### config.mk
export PLATFORM = sky130hd
export DESIGN_NAME = shift_down_ctrl
export DESIGN_NICKNAME = d
export VERILOG_FILES = /design/src/rtl/shift_down_pkg.sv /design/src/rtl/rr_arbiter.sv /design/src/rtl/shift_down_ctrl.sv
export SDC_FILE = /design/constraint.sdc
export NUM_CORES = 1
export LEC_CHECK = 0
export ABC_AREA = 0
export BUFFER_PORTS_ARGS = -buffer_cell sky130_fd_sc_hd__buf_2
export CAP_MARGIN = 30
export CORE_AREA = 10 10 265 267
export DETAILED_ROUTE_END_ITERATION = 12
export DIE_AREA = 0 0 275 277
export HOLD_SLACK_MARGIN = 0.05
export PLACE_DENSITY = 0.39
export SYNTH_ARGS = -nofsm -noshare
export SYNTH_HDL_FRONTEND = slang
export SYNTH_HIERARCHICAL = 1
export SYNTH_SLANG_ARGS = --single-unit
### constraint.sdc
create_clock -name clk -period 6.25 [get_ports clk]
set_input_delay 0.3125 -clock clk [delete_from_list [all_inputs] [get_ports clk]]
set_output_delay 0.3125 -clock clk [all_outputs]
set_load 0.02 [all_outputs]
### src/rtl/shift_down_pkg.sv
// Shared constants, crd word layout and FSM states
// for the SHIFTDN chain head controller.
package shift_down_pkg;

    localparam int CRD_W  = 134;
    localparam int DATA_W = 128;
    localparam int ID_W   = 5;

    localparam int CRD_VLD_BIT  = 133;
    localparam int CRD_DATA_MSB = 132;
    localparam int CRD_DATA_LSB = 5;

    typedef enum logic [2:0] {
        IDLE,
        ISSUE,
        WAIT,
        RESP,
        ERR
    } state_e;

    function automatic logic [CRD_W-1:0] crd_pack(
        input logic              vld,
        input logic [DATA_W-1:0] data,
        input logic [ID_W-1:0]   id
    );
        return {vld, data, id};
    endfunction

endpackage

### src/rtl/rr_arbiter.sv
// Combinational round-robin picker: first set request
// at or after ptr, wrapping modulo N.
module rr_arbiter #(
    parameter  int N  = 4,
    localparam int PW = (N > 1) ? $clog2(N) : 1
) (
    input  logic [N-1:0]  req,
    input  logic [PW-1:0] ptr,
    output logic [N-1:0]  gnt,
    output logic [PW-1:0] idx
);

    // scan from the pointer, first hit wins
    always_comb begin
        int   pos;
        logic found;
        gnt   = '0;
        idx   = '0;
        found = 1'b0;
        pos   = 0;
        for (int k = 0; k < N; k++) begin
            pos = int'(ptr) + k;
            if (pos >= N) begin
                pos = pos - N;
            end
            if (!found && req[pos]) begin
                found    = 1'b1;
                gnt[pos] = 1'b1;
                idx      = PW'(pos);
            end
        end
    end

endmodule

### src/rtl/shift_down_ctrl.sv
// Head-of-chain sequencer: arbitrates SHIFTDN writes,
// issues one crd word and waits for the target stage.
module shift_down_ctrl
    import shift_down_pkg::*;
#(
    parameter int NUM_REQ = 4,
    parameter int NUM_SMC = 32
) (
    input  logic                      clk,
    input  logic                      rst,
    input  logic [NUM_REQ-1:0]        req_vld,
    output logic [NUM_REQ-1:0]        req_rdy,
    input  logic [NUM_REQ*DATA_W-1:0] req_data,
    input  logic [NUM_REQ*ID_W-1:0]   req_smc_id,
    output logic [NUM_REQ-1:0]        rsp_vld,
    output logic                      rsp_err,
    output logic [CRD_W-1:0]          crd_shiftdn_out,
    output logic                      busy,
    output logic [15:0]               issue_cnt
);

    localparam int PW = (NUM_REQ > 1) ? $clog2(NUM_REQ) : 1;
    localparam logic [ID_W:0] SMC_LIM = (ID_W+1)'(NUM_SMC);
    localparam logic [PW-1:0] LAST = PW'(NUM_REQ - 1);

    state_e              state_q;
    state_e              state_d;
    logic [PW-1:0]       ptr_q;
    logic [PW-1:0]       sel_q;
    logic [CRD_W-1:0]    crd_q;
    logic [ID_W-1:0]     cnt_q;
    logic [15:0]         issue_q;

    logic [NUM_REQ-1:0]  gnt;
    logic [PW-1:0]       gidx;
    logic                accept;
    logic                legal;
    logic [DATA_W-1:0]   acc_data;
    logic [ID_W-1:0]     acc_id;
    logic [PW-1:0]       ptr_nxt;

    rr_arbiter #(
        .N (NUM_REQ)
    ) u_arb (
        .req (req_vld),
        .ptr (ptr_q),
        .gnt (gnt),
        .idx (gidx)
    );

    // grant is only offered while idle and out of reset
    always_comb begin
        req_rdy  = '0;
        if (state_q == IDLE && !rst) begin
            req_rdy = gnt;
        end
        accept   = |(req_vld & req_rdy);
        acc_data = req_data[gidx*DATA_W +: DATA_W];
        acc_id   = req_smc_id[gidx*ID_W +: ID_W];
        legal    = {1'b0, acc_id} < SMC_LIM;
        ptr_nxt  = (gidx == LAST) ? '0 : gidx + 1'b1;
    end

    // state register
    always_ff @(posedge clk or posedge rst) begin
        if (rst) begin
            state_q <= IDLE;
        end else begin
            state_q <= state_d;
        end
    end

    // next state and per-state outputs
    always_comb begin
        state_d = state_q;
        rsp_vld = '0;
        rsp_err = 1'b0;
        busy    = (state_q != IDLE);
        unique case (state_q)
            IDLE: begin
                if (accept) begin
                    state_d = legal ? ISSUE : ERR;
                end
            end
            ISSUE: begin
                state_d = WAIT;
            end
            WAIT: begin
                if (cnt_q == '0) begin
                    state_d = RESP;
                end
            end
            RESP: begin
                rsp_vld[sel_q] = 1'b1;
                state_d        = IDLE;
            end
            ERR: begin
                rsp_vld[sel_q] = 1'b1;
                rsp_err        = 1'b1;
                state_d        = IDLE;
            end
            default: begin
                state_d = IDLE;
            end
        endcase
    end

    // crd word, wait counter, pointer and issue count
    always_ff @(posedge clk or posedge rst) begin
        if (rst) begin
            ptr_q   <= '0;
            sel_q   <= '0;
            crd_q   <= '0;
            cnt_q   <= '0;
            issue_q <= '0;
        end else if (accept) begin
            ptr_q <= ptr_nxt;
            sel_q <= gidx;
            if (legal) begin
                crd_q   <= crd_pack(1'b1, acc_data, acc_id);
                issue_q <= issue_q + 16'd1;
            end
        end else if (state_q == ISSUE) begin
            crd_q[CRD_VLD_BIT] <= 1'b0;
            cnt_q              <= crd_q[ID_W-1:0];
        end else if (state_q == WAIT && cnt_q != '0) begin
            cnt_q <= cnt_q - 1'b1;
        end
    end

    assign crd_shiftdn_out = crd_q;
    assign issue_cnt       = issue_q;

endmodule
# Yosys cells after proc, flatten, opt, wreduce, memory -nomap -nowiden
# Index checks and enable logic that the tools add are counted.
# totals
reg_bits	162
mem_bits_rw	0
output_inout_bits	160
mem_bits_ro	0
input_bits	538
latch_bits	0
mem_count	0
# op_classes
n_div	0
shift	2
addsub	10
reduce_logical	24
mul	1
eq_ne	7
n_lt_le_gt_ge	14
bitwise_logic	5
n_mux	48
# ops
cell	count
indexed part select 512 x 10 -> 128 bit	1
>= comparator 32 x 1 -> 1 bit, second input constant	4
less-than comparator 32 x 4 -> 1 bit, second input constant	4
two-way mux 32 bit	4
>= comparator 32 x 4 -> 1 bit, second input constant	3
subtractor 32 x 4 -> 32 bit, second input constant	3
two-way mux 4 bit	6
indexed part select 20 x 6 -> 5 bit	1
two-way mux 1 bit	19
adder 16 x 1 -> 16 bit, second input constant	1
bitwise OR 4 bit	3
demux 1 bit (select 2 bit)	5
logical AND 1 bit	10
two-way mux 2 bit	5
two-way mux 5 bit	2
one-hot mux 3 bit (3 select lines)	1
binary-select mux 1 bit (select 2 bit)	4
adder 2 x 2 -> 3 bit, second input constant	2
== test 3 x 2 -> 1 bit, second input constant	2
two-way mux 3 bit	2
logical NOT 5 bit	1
multiplier 2 x 3 -> 5 bit, second input constant	1
nonzero test 5 bit	1
subtractor 5 x 1 -> 5 bit, second input constant	1
19 further kinds	25

# Logic depth before layout (Yosys ltp)
# logic_depth
word_depth	20
ltp_mapped	13

# Modules after synthesis
# Netlist, hierarchy kept.
# by_module_without_submodules
mod	n_inst	cells_each	area_per_inst_um2	seq_area_each_um2
shift_down_ctrl	1	872	9654.3	4028.9
rr_arbiter	1	51	478.0	0.0

# Worst setup path before layout
# No wires, ideal clock.
# synth_path
path_kind	register to register
start	reg ptr_q[1]
end	reg crd_q[10] (netlist: crd_shiftdn_out[10])
setup_time_ns	0.117
synth_period_minus_slack_ns	3.055
t_required_ns	6.133
setup_slack_ns	3.195
n_path_buf	3
t_arrival_ns	2.938
stages_incl_launch_ff	13
cell_sequence	dfrtp_1 -> inv_1 -> ha_1 -> mux4_2 -> nor2b_4 -> o21ai_1 -> o31ai_1 -> buf_6 -> buf_6 -> buf_6 -> mux4_2 -> nand2_1 -> nand2_1
# synth_between
elab_cells_between_ends	71
cone_classes	add/sub (7); order compare (12); shift (1); mux (36); bitwise (4); reduce/logical (11)
# synth_rtl
item	line_no	rtl
start: declaration	shift_down_ctrl.sv:28	logic [PW-1:0] ptr_q;
start signal: assignment	shift_down_ctrl.sv:117	ptr_q <= ptr_nxt;
branches (longest 14 deep; another with subtractor 32 x 4 -> 32 bit)	--	
two-way mux 2 bit *	rr_arbiter.sv:26	if (!found && req[pos]) begin
named net gidx[0]	shift_down_ctrl.sv:35	logic [PW-1:0] gidx;
indexed part select 512 x 10 -> 128 bit *	shift_down_ctrl.sv:58	acc_data = req_data[gidx*DATA_W +: DATA_W];
end signal: assignment	shift_down_ctrl.sv:120	crd_q <= crd_pack(1'b1, acc_data, acc_id);
end: declaration	shift_down_ctrl.sv:30	logic [CRD_W-1:0] crd_q;
# Mark *: on every way through the listed nets, which the timed path passes. The select of a mux whose other input is x is not followed.
# A chain may end at the register's enable or synchronous reset.

# Final worst setup path
# layout_path
start	reg ptr_q[0]
end	reg crd_q[55] (netlist: crd_shiftdn_out[55])
# layout_between
elab_chain_len	18
elab_cells_between_ends	71
cone_classes	add/sub (7); order compare (12); shift (1); mux (36); bitwise (4); reduce/logical (11)
# layout_rtl
item	line_no	rtl
branches (longest 14 deep; another with subtractor 32 x 4 -> 32 bit)	--	
two-way mux 4 bit *	rr_arbiter.sv:26	
named net gnt[1]	shift_down_ctrl.sv:34	logic [NUM_REQ-1:0] gnt;
two-way mux 4 bit *	shift_down_ctrl.sv:54	if (state_q == IDLE && !rst) begin
bitwise AND 4 bit *	shift_down_ctrl.sv:57	accept = |(req_vld & req_rdy);
OR reduction 4 bit *	shift_down_ctrl.sv:57	
# Marked as above.

==> run summary <==
Syn Nets = 1,476
Via Count = 9,918
P&R area growth vs syn = 49.7%
Total GRT Usage = 12.7%
synthesized instance count = 923
Crit. End Element = flop
Setup-failing EPs final = 0
first-pass GRT wire length = 72,100 µm
library cells used by synthesis = 50
Post-Syn Area = 10,100 µm²
peak supply drop = 0.000535 V
DRT Pass-1 Iters = 6
r2r setup slk = 2060 ps
area of the die = 76,200 µm²
I/O Buffers = 696
Worst Hold End = crd_shiftdn_out[53]
final-layout fill cell count = 7,166
CTS sink count = 161
Detailed Place HPWL = 41,500 µm
CTS tree = yes
static leakage = 0.00772 µW
multi-input logic area = 5730 µm²
worst reg2reg path depth = 10
Max Cap Viol = 0
crit-path cells = inv_1, ha_1, mux4_2, a221oi_1, o2bb2ai_1, a22oi_2, a211o_4, buf_12, nand2_1, nand2_1
Worst Clk Skew = 9.33 ps
EDFF count, synth = 0
vias per cell = 4.03
die width = 275 µm
hold path cells = 4
placed insts = 2,424
Worst-Margin Slew = 1270 ps
fraction of layout cells with a size suffix above 1 = 55.8%
final wirelength = 49,600 µm
Setup CP Type = reg -> reg
Seq/Total Area, Yosys = 39.8%
startpoint types = flop
ys flop type = dfrtp_1
Reg-to-Reg Start = ptr_q[0]
Crit path largest cell delay = 720 ps
number of global-route vias before repair = 10.9k
Chip Height = 277 µm
Final Wtd Congestion = 0.872
Post-CTS Resized = 0
largest net degree at the start of global routing = 136
Slew Viols, Final = 0
Yosys Warn Count = 6
Worst EP arrival = 4600 ps
Hold Path Class = in -> reg
FMAX = 0.239 GHz
IO Pins = 698
H-tree levels = 4
Avg Cell Area, Syn = 11.0 µm²
Worst R2R End = crd_shiftdn_out[55]
post-synth top area share = 39.8%
fin crit period = 4190 ps
total CTS buffers = 17
pwr dens = 541 nW/µm²
RSZ-0062 raised after global routing = no
clock slew at reported path FFs = 70 ps
Reg area = 4030 µm²
root cell of the clock tree = clkbuf_16
synth top area cells = dfrtp_1, mux4_2, nand2_1, buf_2, ha_1
Antenna Violating Nets Remaining = 0
core area = 65,200 µm²
Final Hold Fails = 0
Yosys top cell by area = dfrtp_1
slowest cell on the critical path = dfrtp_1
# rows = 94
DR iter-0 viols = 511
Post-Layout Cell Count = 2,461
CP required = 6660 ps
period utilisation layout = 67.1%
Crit Path Max Fanout = 86
Sum Neg Setup Slack = 0 ps
total congestion overflow = 0
Yosys reg bits = 161
Max Buffers Root-to-Sink = 2
nets = 2,133
status = finished clean
Slew headroom = 15.3%
ys async rst share = 100%
starting density of the core = 15.6%
Clk Latency, worst-skew pair = 470 ps
initial antenna violation count = 15
hold_sp = req_data[304]
Remaining DRCs = 0
crit-path most repeated cell = nand2_1
WL per Instance = 20.1 µm
[cells by family (layout without fill, tap and decap cells)]
kind of cell / after synthesis / in the layout / share of synthesized area [%]
and+or+nand+nor: 476 / 476 / 19.2
xor gates and xnor gates: 15 / 15 / 1.30
other: 1 / 5 / 0.0370
adders and majority gates: 15 / 15 / 1.85
buffers and inverters: 78 / 748 / 4.14
muxes: 140 / 140 / 30.8
DFF: 161 / 161 / 39.8
AOI/OAI and AO/OA: 37 / 37 / 2.96
[report_power, final]
group / switching (µW) / leakage (µW) / internal [µW]
combinational: 2870 / 0.00538 / 2400
sequential: 297 / 0.00204 / 1490
clock: 489 / 0.000303 / 657
[synth_stat cells, drive strengths merged (8+ instances only)]
master   number
o2bb2ai       8
dfrtp       161
nor2          8
nand2       421
mux4        137
inv          11
buf          57
ha           15
xnor2         9
clkbuf       10
nand3         9
[worst max-delay path by stage]
stage                        start  slack (ps)                   to
after global placement    ptr_q[0]        2210  crd_shiftdn_out[66]
after floorplan                rst        1590             cnt_q[0]
final                     ptr_q[0]        2060  crd_shiftdn_out[55]
after global routing      ptr_q[0]        1640  crd_shiftdn_out[66]
after CTS                 ptr_q[0]        2070  crd_shiftdn_out[55]
after detailed placement  ptr_q[0]        2080  crd_shiftdn_out[55]
[layer usage]
| metal | vias to the layer above | GRT usage, % | routed length [µm] | share of wire (%) |
|---|---|---|---|---|
| li1 | 4580 | - | - | - |
| met4 | 4 | 3.62 | 946 | 1.9 |
| met3 | 57 | 4.79 | 4470 | 9.0 |
| met5 | - | 0 | 15 | 0.030 |
| met2 | 430 | 22.8 | 26000 | 52 |
| met1 | 4847 | 13.5 | 18200 | 37 |
[cell type report]
type                    count  area share [%]
multi-input cells         684            37.8
flip-flops and latches    161            26.6
diodes                      4          0.0660
clock inverters            13            1.15
inverters                  11           0.305
clock buffers              19            2.99
well taps                 864            7.13
repair buffers            705            24.0
[cell usage in the layout (no fill, tap or decap), drive strengths merged, types with 5 or more instances in the layout]
cell / count
mux4: 137
clkbuf: 19
dfrtp: 161
nor3: 6
xnor2: 9
nor2b: 6
nand4: 5
xor2: 6
o2bb2ai: 8
a22oi: 6
inv: 16
ha: 15
nor2: 8
buf: 704
nand3: 9
a221oi: 5
o21ai: 6
nand2: 421
[worst max-delay path, delay by kind of cell, from the launching register on]
family / cells / cell delay [ps]
AO/OA/AOI/OAI: 4 / 1480
adder cells (fa/ha/maj): 1 / 460
AND/OR/NAND/NOR: 2 / 210
buffers and inverters: 2 / 580
multiplexers: 1 / 470
flip-flops: 1 / 720
[timing repair]
item	in CTS	in global routing
hold buffers	1	0
endpoints found under the hold margin	67	0
buffers inserted	0	0
[per-stage QoR]
stage / utilization [%] / total power [µW] / area, µm² / setup slack, ps / hold WS (ps)
after floorplan: - / 5660 / 10100 / 1590 / 467
after global placement: 22.3 / 7150 / 14500 / 2210 / 453
after detailed placement: 22.3 / 7180 / 14500 / 2080 / 457
after CTS: 23.3 / 8390 / 15200 / 2070 / 183
after global routing: 23.3 / 8830 / 15200 / 1640 / 218
final: 23.3 / 8210 / 15200 / 2060 / 248
[sequential cells by signal (all words and copies together) (netlist names)]
| signal | cells |
|---|---|
| crd_shiftdn_out | 134 |
| issue_cnt | 16 |
| cnt_q | 5 |
| ptr_q | 2 |
| sel_q | 2 |
| state_q | 2 |
(Power assumes the default switching activity.)
